### src/rtl/uart_rx_os.sv
`default_nettype none
// +--------------------------------------------------------------------------+
// | Module      : uart_rx_os                                                 |
// | Description : UART receiver, 16x oversampling with 3-sample majority     |
// |               vote, configurable data/stop bits, framing and optional    |
// |               parity error flags, valid/ready output register with       |
// |               overrun pulse.                                             |
// | Options     : define UART_RX_PARITY_EN to receive one parity bit after   |
// |               the data bits (PARITY_ODD selects odd/even).               |
// | Revision    : 1.0 - initial release                                      |
// +--------------------------------------------------------------------------+
module uart_rx_os #(
  parameter int CLK_FREQUENCY  = 66_000_000,
  parameter int UART_FREQUENCY = 921_600,
  parameter int DATA_BITS      = 8,
  parameter int STOP_BITS      = 1,
  parameter int PARITY_ODD     = 0
) (
  input  logic                 clk,
  input  logic                 rst,
  input  logic                 rx,
  input  logic                 ready,
  output logic                 valid,
  output logic [DATA_BITS-1:0] data,
  output logic                 frame_err,
  output logic                 parity_err,
  output logic                 overrun,
  output logic                 busy
);

  localparam int DIV = CLK_FREQUENCY / (UART_FREQUENCY * 16);
  localparam int DIV_W = (DIV > 1) ? $clog2(DIV) : 1;
  localparam logic [DIV_W-1:0] DIV_LAST = DIV_W'(DIV - 1);
  localparam logic [3:0] LAST_BIT = 4'(DATA_BITS - 1);
  localparam logic LAST_STOP = 1'(STOP_BITS - 1);

  typedef enum logic [2:0] {
    IDLE   = 3'd0,
    START  = 3'd1,
    DATA   = 3'd2,
`ifdef UART_RX_PARITY_EN
    PARITY = 3'd4,
`endif
    STOP   = 3'd3
  } state_t;

  state_t               state;
  logic                 rx_m;
  logic                 rx_s;
  logic                 rx_s_d;
  logic [DIV_W-1:0]     div_cnt;
  logic [3:0]           sub_cnt;
  logic [3:0]           bit_cnt;
  logic                 stop_idx;
  logic                 samp7;
  logic                 samp8;
  logic [DATA_BITS-1:0] shreg;
  logic                 ferr_acc;
  logic                 tick;
  logic                 mid_tick;
  logic                 end_tick;
  logic                 maj;
  logic                 perr_load;

  // The counter is held at zero in IDLE, so no tick can occur there.
  assign tick     = (state != IDLE) && (div_cnt == DIV_LAST);
  assign mid_tick = tick && (sub_cnt == 4'd9);
  assign end_tick = tick && (sub_cnt == 4'd15);
  // Third sample is the live synchronised line at the sub-count 9 tick.
  assign maj      = (samp7 & samp8) | (samp7 & rx_s) | (samp8 & rx_s);
  assign busy     = (state != IDLE);

`ifdef UART_RX_PARITY_EN
  logic perr_acc;
  assign perr_load = perr_acc;
`else
  logic unused_parity_odd;
  assign perr_load         = 1'b0;
  assign unused_parity_odd = PARITY_ODD[0];
`endif

  // Two-flop synchroniser plus one delay flop for falling-edge detection.
  always_ff @(posedge clk or posedge rst) begin
    if (rst) begin
      rx_m   <= 1'b1;
      rx_s   <= 1'b1;
      rx_s_d <= 1'b1;
    end else begin
      rx_m   <= rx;
      rx_s   <= rx_m;
      rx_s_d <= rx_s;
    end
  end

  // Receive state machine, oversampling counters and output register.
  always_ff @(posedge clk or posedge rst) begin
    if (rst) begin
      state      <= IDLE;
      div_cnt    <= '0;
      sub_cnt    <= '0;
      bit_cnt    <= '0;
      stop_idx   <= 1'b0;
      samp7      <= 1'b1;
      samp8      <= 1'b1;
      shreg      <= '0;
      ferr_acc   <= 1'b0;
`ifdef UART_RX_PARITY_EN
      perr_acc   <= 1'b0;
`endif
      valid      <= 1'b0;
      data       <= '0;
      frame_err  <= 1'b0;
      parity_err <= 1'b0;
      overrun    <= 1'b0;
    end else begin
      overrun <= 1'b0;
      // A consumer accept drops valid unless a completion below reloads it.
      if (valid && ready) begin
        valid <= 1'b0;
      end

      if (state == IDLE || tick) begin
        div_cnt <= '0;
      end else begin
        div_cnt <= div_cnt + 1'b1;
      end

      if (tick) begin
        sub_cnt <= sub_cnt + 1'b1;
        if (sub_cnt == 4'd7) samp7 <= rx_s;
        if (sub_cnt == 4'd8) samp8 <= rx_s;
      end

      case (state)
        IDLE: begin
          // Needs a real 1->0 transition; a line stuck low never restarts.
          if (!rx_s && rx_s_d) begin
            state    <= START;
            sub_cnt  <= '0;
            stop_idx <= 1'b0;
            ferr_acc <= 1'b0;
          end
        end

        START: begin
          if (mid_tick && maj) begin
            state <= IDLE;
          end else if (end_tick) begin
            state   <= DATA;
            bit_cnt <= '0;
          end
        end

        DATA: begin
          if (mid_tick) begin
            shreg <= {maj, shreg[DATA_BITS-1:1]};
          end
          if (end_tick) begin
            if (bit_cnt == LAST_BIT) begin
`ifdef UART_RX_PARITY_EN
              state <= PARITY;
`else
              state <= STOP;
`endif
            end else begin
              bit_cnt <= bit_cnt + 1'b1;
            end
          end
        end

`ifdef UART_RX_PARITY_EN
        PARITY: begin
          if (mid_tick) begin
            perr_acc <= (^shreg) ^ maj ^ PARITY_ODD[0];
          end
          if (end_tick) begin
            state <= STOP;
          end
        end
`endif

        STOP: begin
          if (mid_tick) begin
            ferr_acc <= ferr_acc | ~maj;
            // Frame ends mid final stop bit so a following start edge is seen.
            if (stop_idx == LAST_STOP) begin
              state <= IDLE;
              if (!valid || ready) begin
                valid      <= 1'b1;
                data       <= shreg;
                frame_err  <= ferr_acc | ~maj;
                parity_err <= perr_load;
              end else begin
                overrun <= 1'b1;
              end
            end
          end else if (end_tick) begin
            stop_idx <= 1'b1;
          end
        end

        default: state <= IDLE;
      endcase
    end
  end

endmodule
`default_nettype wire

### config.mk
export PLATFORM = sky130hd
export DESIGN_NAME = uart_rx_os
export DESIGN_NICKNAME = d
export VERILOG_FILES = /design/src/rtl/uart_rx_os.sv
export SDC_FILE = /design/constraint.sdc
export NUM_CORES = 1
export LEC_CHECK = 0
export BUFFER_PORTS_ARGS = -buffer_cell sky130_fd_sc_hd__buf_4
export CORE_AREA = 3 3 61 63
export CTS_BUF_LIST = sky130_fd_sc_hd__clkbuf_4
export CTS_CLUSTER_DIAMETER = 150
export DETAILED_ROUTE_END_ITERATION = 12
export DIE_AREA = 0 0 64 66
export PLACE_DENSITY = 0.77
export SLEW_MARGIN = 20
export SYNTH_ARGS = -nofsm -noshare
export SYNTH_HDL_FRONTEND = slang
export SYNTH_SLANG_ARGS = --single-unit
### constraint.sdc
create_clock -name clk -period 1.8 [get_ports clk]
set_clock_uncertainty 0.1 [all_clocks]
set_input_delay 0.45 -clock clk [delete_from_list [all_inputs] [get_ports clk]]
set_output_delay 0.45 -clock clk [all_outputs]
set_load 0.02 [all_outputs]
# After elaboration in Yosys (flattened, before gate mapping)
# Index checks and enable logic that the tools add are counted.
dict set report word_totals {
  ff_bits 39
  input_bits 4
  elab_cells 101
}
dict set report classes {
  add_sub_neg 3
  n_eq_ne 20
  muxes 32
  bitwise 8
  n_reduce_logical 22
}
# operator count
set ops {}
lappend ops {{two-way mux 4 bit} 7}
lappend ops {{two-way mux 3 bit} 7}
lappend ops {{!= test 2 bit, second input constant} 9}
lappend ops {{two-way mux 1 bit} 13}
lappend ops {{== test 4 bit, second input constant} 3}
lappend ops {{one-hot mux 3 bit (4 select lines)} 1}
lappend ops {{adder 4 x 1 -> 4 bit, second input constant} 2}
lappend ops {{== test 4 x 3 -> 1 bit, second input constant} 2}
lappend ops {{one-hot mux 4 bit (2 select lines)} 1}
lappend ops {{AND reduction 4 bit} 2}
lappend ops {{== test 3 x 2 -> 1 bit, second input constant} 2}
lappend ops {{logical AND 1 bit} 6}
lappend ops {{AND reduction 2 bit} 3}
lappend ops {{AND reduction 6 bit} 1}
lappend ops {{AND reduction 5 bit} 1}
lappend ops {{one-hot mux 1 bit (2 select lines)} 2}
lappend ops {{nonzero test 2 bit} 2}
lappend ops {{AND 1 bit} 3}
lappend ops {{== test 3 x 1 -> 1 bit, second input constant} 1}
lappend ops {{zero test 3 bit} 1}
lappend ops {{!= test 3 bit, second input constant} 1}
lappend ops {{OR 1 bit} 3}
lappend ops {{AND reduction 3 bit} 1}
lappend ops {{nonzero test 3 bit} 1}
lappend ops {{other kinds (7)} 10}

# Depth between registers and ports, before layout
dict set report depth {
  depth_word 7
  ltp_mapped 7
}

# Least setup slack after synthesis
# Ideal clock, no wire load.
dict set report synth_path {
  kind {register to register}
  start {register div_cnt[0]}
  end {register data[0]}
  setup_ns 0.125
  arrival_ns 1.510
  setup_slack_ns 0.065
  stages_incl_launch_ff 8
  n_path_buf 2
  synth_period_minus_slack_ns 1.735
  cell_sequence {dfrtp_1 ha_1 buf_2 and2b_1 nand4_2 nor2b_2 buf_6 mux2_4}
}
dict set report synth_between {
  elab_chain_len 4
}
# item line
set synth_rtl {}
lappend synth_rtl {{start: declaration} 51} ;# logic [DIV_W-1:0] div_cnt;
lappend synth_rtl {{start signal: assignment} 125} ;# div_cnt <= div_cnt + 1'b1;
lappend synth_rtl {{== test 2 bit} 66} ;# assign tick = (state != IDLE) && (div_cnt == DIV_LAST);
lappend synth_rtl {{logical AND 1 bit} 66}
lappend synth_rtl {{logical AND 1 bit} 67} ;# assign mid_tick = tick && (sub_cnt == 4'd9);
lappend synth_rtl {{AND reduction 4 bit (no line)} --}
lappend synth_rtl {{end signal: assignment} 190} ;# data <= shreg;
lappend synth_rtl {{end: declaration} 24} ;# output logic [DATA_BITS-1:0] data,
# Every way passes these cells.
# A chain may end at the register's enable or synchronous reset.

# Worst setup path after layout
dict set report layout_path {
  start {register sub_cnt[1]}
  end {register data[5]}
}
dict set report layout_between {
  elab_chain_len 3
}
# item line
set layout_rtl {}
lappend layout_rtl {{start: declaration} 52} ;# logic [3:0] sub_cnt;
lappend layout_rtl {{start signal: assignment} 129} ;# sub_cnt <= sub_cnt + 1'b1;
lappend layout_rtl {{== test 4 bit} 67}
lappend layout_rtl {{logical AND 1 bit} 67}
lappend layout_rtl {{AND reduction 4 bit (no line)} --}
# Every way passes these cells.

==> impl_results.md <==
- R2r startpoint: sub_cnt[1]
- Final Hold Vio Count: 0
- Fmax: 547 MHz
- GR peak layer: met2
- Final Max Tran Viols: 0
- RSZ-0062 raised after global routing: true
- Met2 usage: a little under 30%
- Number of vias per cell: approximately 5.3
- Crit-path cells: inv_2, ha_1, and3b_2, nand4_4, nor2b_4, clkbuf_16, mux2_4
- Post-DP HPWL: between 2000 and 2500 µm
- Global placement routability congestion: 0.746
- Routed Antenna Nets: 0
- Core box area: between 3000 and 4000 µm²
- Final setup TNS: -0.121 ns
- 1st-pass router iterations: 4
- R2r worst-path depth: 7
- Post-synthesis register bit count: 38
- Post-Synth XOR/XNOR Area: 0%
- Vias: 1181
- Crit end category: register
- Post-synthesis mux area share: 15.1%
- H-tree levels: 2
- Period minus WS final: 1.83 ns
- Hold-fix buffers, CTS: 0
- Worst Setup SP: sub_cnt[1]
- Worst Path Buf+Inv: 2
- Hold/Removal Path Class: input pin to async pin
- Synth-to-Final Area Change: 22.6%
- Ports: 17
- Met3 usage: 4.42%
- Post-DP Area: 2000 µm²
- Port Buffer Count: 15
- Max Buffers Root-to-Sink: 2
- Rows: 21
- Largest net degree at the start of global routing: 39
- Top delay family on crit path: simple AND/OR/NAND/NOR gates
- IR drop worst, VDD: 0.550 mV
- Crit-path slowest cell: dfrtp_2
- Root Driver: clkbuf_4
- Syn_area_per_cell: about 13 µm²
- Final setup vio count: 7
- Synth Area in Adders: 4.06%
- DIE HEIGHT: 66 µm
- Post-synthesis simple-gate area fraction: 15.3%
- Worst EP arrival: 1.98 ns
- CTS tree: yes
- Reg2Reg Setup Slack: -0.03 ns
- Mapped Nets: 150
- Sink Count: 38
- Die width: 64 µm
- Place WS: -0.0298 ns
- Worst EP required: 1.96 ns
- Crit. path cell count: 7
- Yosys warns: 0
- Failing checks: negative setup slack
- Pwr dens: 847 nW/µm²
- Met1 global-route usage: 21.2%
- Period utilisation layout: 101%
- Setup CP Type: register to register
- Vias in the first global route: 1219
- Clock latency at the later pin of the worst-skew pair: 0.36 ns
- Max FO, Critical Path: 4
- Max-Cap Viols: 0
- Main synth FF type: dfrtp_1
- Starting Density: 54.4%
- Distinct cells, synth: 46
- Final WS setup: -0.0267 ns
- Crit path to: data[5]
- Congestion Overflow GR: 0
- Synth Instances: 141
- # diodes: 0
- Num CTS Buffers: 5
- Clock-pin slew on the worst setup and hold paths: roughly 0.11 ns
- Post-synthesis sequential area ratio: 53.6%
- Final instance area: 2190 µm²
- Routed WL: 3570 µm
- Synthesized cell area: 1790 µm²
- DRC violations left: 0
- Antenna violations before repair: 0
- Outcome: finished, violations left
- GRT Util Overall: 17.9%
- CP peak stage delay: about 0.45 ns
- Synth async-reset ratio: 100%
- Leakage power: 1.02 nW
- Worst flop-to-flop path endpoint: data[5]
- Wirelength per Cell: between 15 and 20 µm
- Number of flops mapped to enable cells by yosys: 0
- 1st-iter DRT viols: just under 60
- Layout cells sized above 1: 46.6%
- Complex-gate fraction of the synthesized area: 8.06%
- Final nets: 184
- Final core utilization: 66.7%
- First-pass GRT wire length: 5560 µm
- Largest family of logic cells by synthesized area: simple AND/OR/NAND/NOR gates
- Crit start category: register
- DIE AREA: 4220 µm²
## cell usage after synthesis, drive strengths merged, types with 2 or more instances
cell	count	share of area [%]
dfrtp	33	46
mux2	20	15
nor2	10	2.5
nand2	9	1.9
buf	5	2.6
dfstp	5	7.4
ha	5	3.5
inv	5	1.1
nand3	4	1.1
nor3	4	1.1
o21ai	4	1.1
nand2b	3	1.5
nand3b	3	1.3
o21a	3	1.3
a21oi	2	0.56
and2	2	0.70
nand4	2	1.1
nor2b	2	0.84
o22ai	2	0.70
## sequential cells by signal (all words and copies together) (netlist names), 2 cells and up
signal,flops
data,8
state,2
shreg,8
sub_cnt,4
div_cnt,2
bit_cnt,4
## layout make-up
class,count,area (µm²)
flip-flops and latches,38,961
clock buffers,5,37.5
repair buffers,32,274
multi-input cells,93,825
well taps,46,57.6
clock inverters,3,16.3
inverters,5,18.8
fillers,258,1090
## cells in the final DEF, fill, tap and decap left out, types with 2 or more instances in the layout
cell,count
a21oi_1,2
buf_4,29
clkbuf_4,5
dfrtp_1,30
dfrtp_2,3
dfstp_2,5
ha_1,3
inv_1,4
mux2_2,11
mux2_4,9
nand2_1,7
nand2_2,2
nand2b_1,2
nand3_1,4
nand3b_1,3
nor2_1,8
nor2_4,2
nor3_1,3
o21a_1,3
o21ai_0,2
o21ai_1,2
o22ai_1,2
## per-layer routing
| layer | share of wire, % | vias to the layer above |
|---|---|---|
| met5 | 0 | - |
| met3 | 2.8 | 10 |
| met2 | 52 | 16 |
| met1 | 43 | 594 |
| li1 | - | 561 |
| met4 | 2.4 | 0 |
## report_power, final
| group | switching, mW | total (mW) | internal [mW] |
|---|---|---|---|
| clock | 0.286 | 0.431 | 0.145 |
| combinational | 0.218 | 0.450 | 0.232 |
| sequential | 0.0550 | 0.974 | 0.919 |
| total | 0.559 | 1.85 | 1.30 |
## worst reg2reg max path, stage by stage, from the launching register on
cell       delay (ns)
dfrtp_2          0.45
inv_2            0.07
ha_1             0.12
and3b_2          0.24
nand4_4          0.10
nor2b_4          0.19
clkbuf_16        0.18
mux2_4           0.29
## metrics by stage
step	power, mW	hold slack, ns	instances
after detailed placement	1.34	0.249	207
final	1.85	0.0935	222
after floorplan	1.20	0.245	141
after global routing	1.95	0.0776	222
after global placement	1.31	0.249	207
after CTS	1.81	0.0775	219
## how the worst min path moves through the flow
stage	endpoint	start	cells after the start	slack (ns)
after floorplan	rx_s	rx_m	0	0.25
after global placement	rx_s	rx_m	0	0.25
after detailed placement	rx_s	rx_m	0	0.25
after CTS	rx_m	rx	1	0.08
after global routing	rx_m	rx	1	0.08
final	data[0]	rst	3	0.09
## logic make-up (layout without fill, tap and decap cells)
| kind of cell | count (synthesis) | in the layout |
|---|---|---|
| DFF | 38 | 38 |
| and+or+nand+nor | 46 | 46 |
| other | 1 | 1 |
| adders and majority gates | 6 | 6 |
| buffers and inverters | 10 | 45 |
| AOI/OAI and AO/OA | 19 | 19 |
| muxes | 21 | 21 |
## repair_timing
item                                    CTS  global route
endpoints found under the setup margin   22            21
pin swaps                                 1             5
endpoints found under the hold margin     0             0
resized for setup                         6            12
cloned                                    0             1
setup buffers                             4             2
No activity file was read; power rests on OpenSTA's default activity.
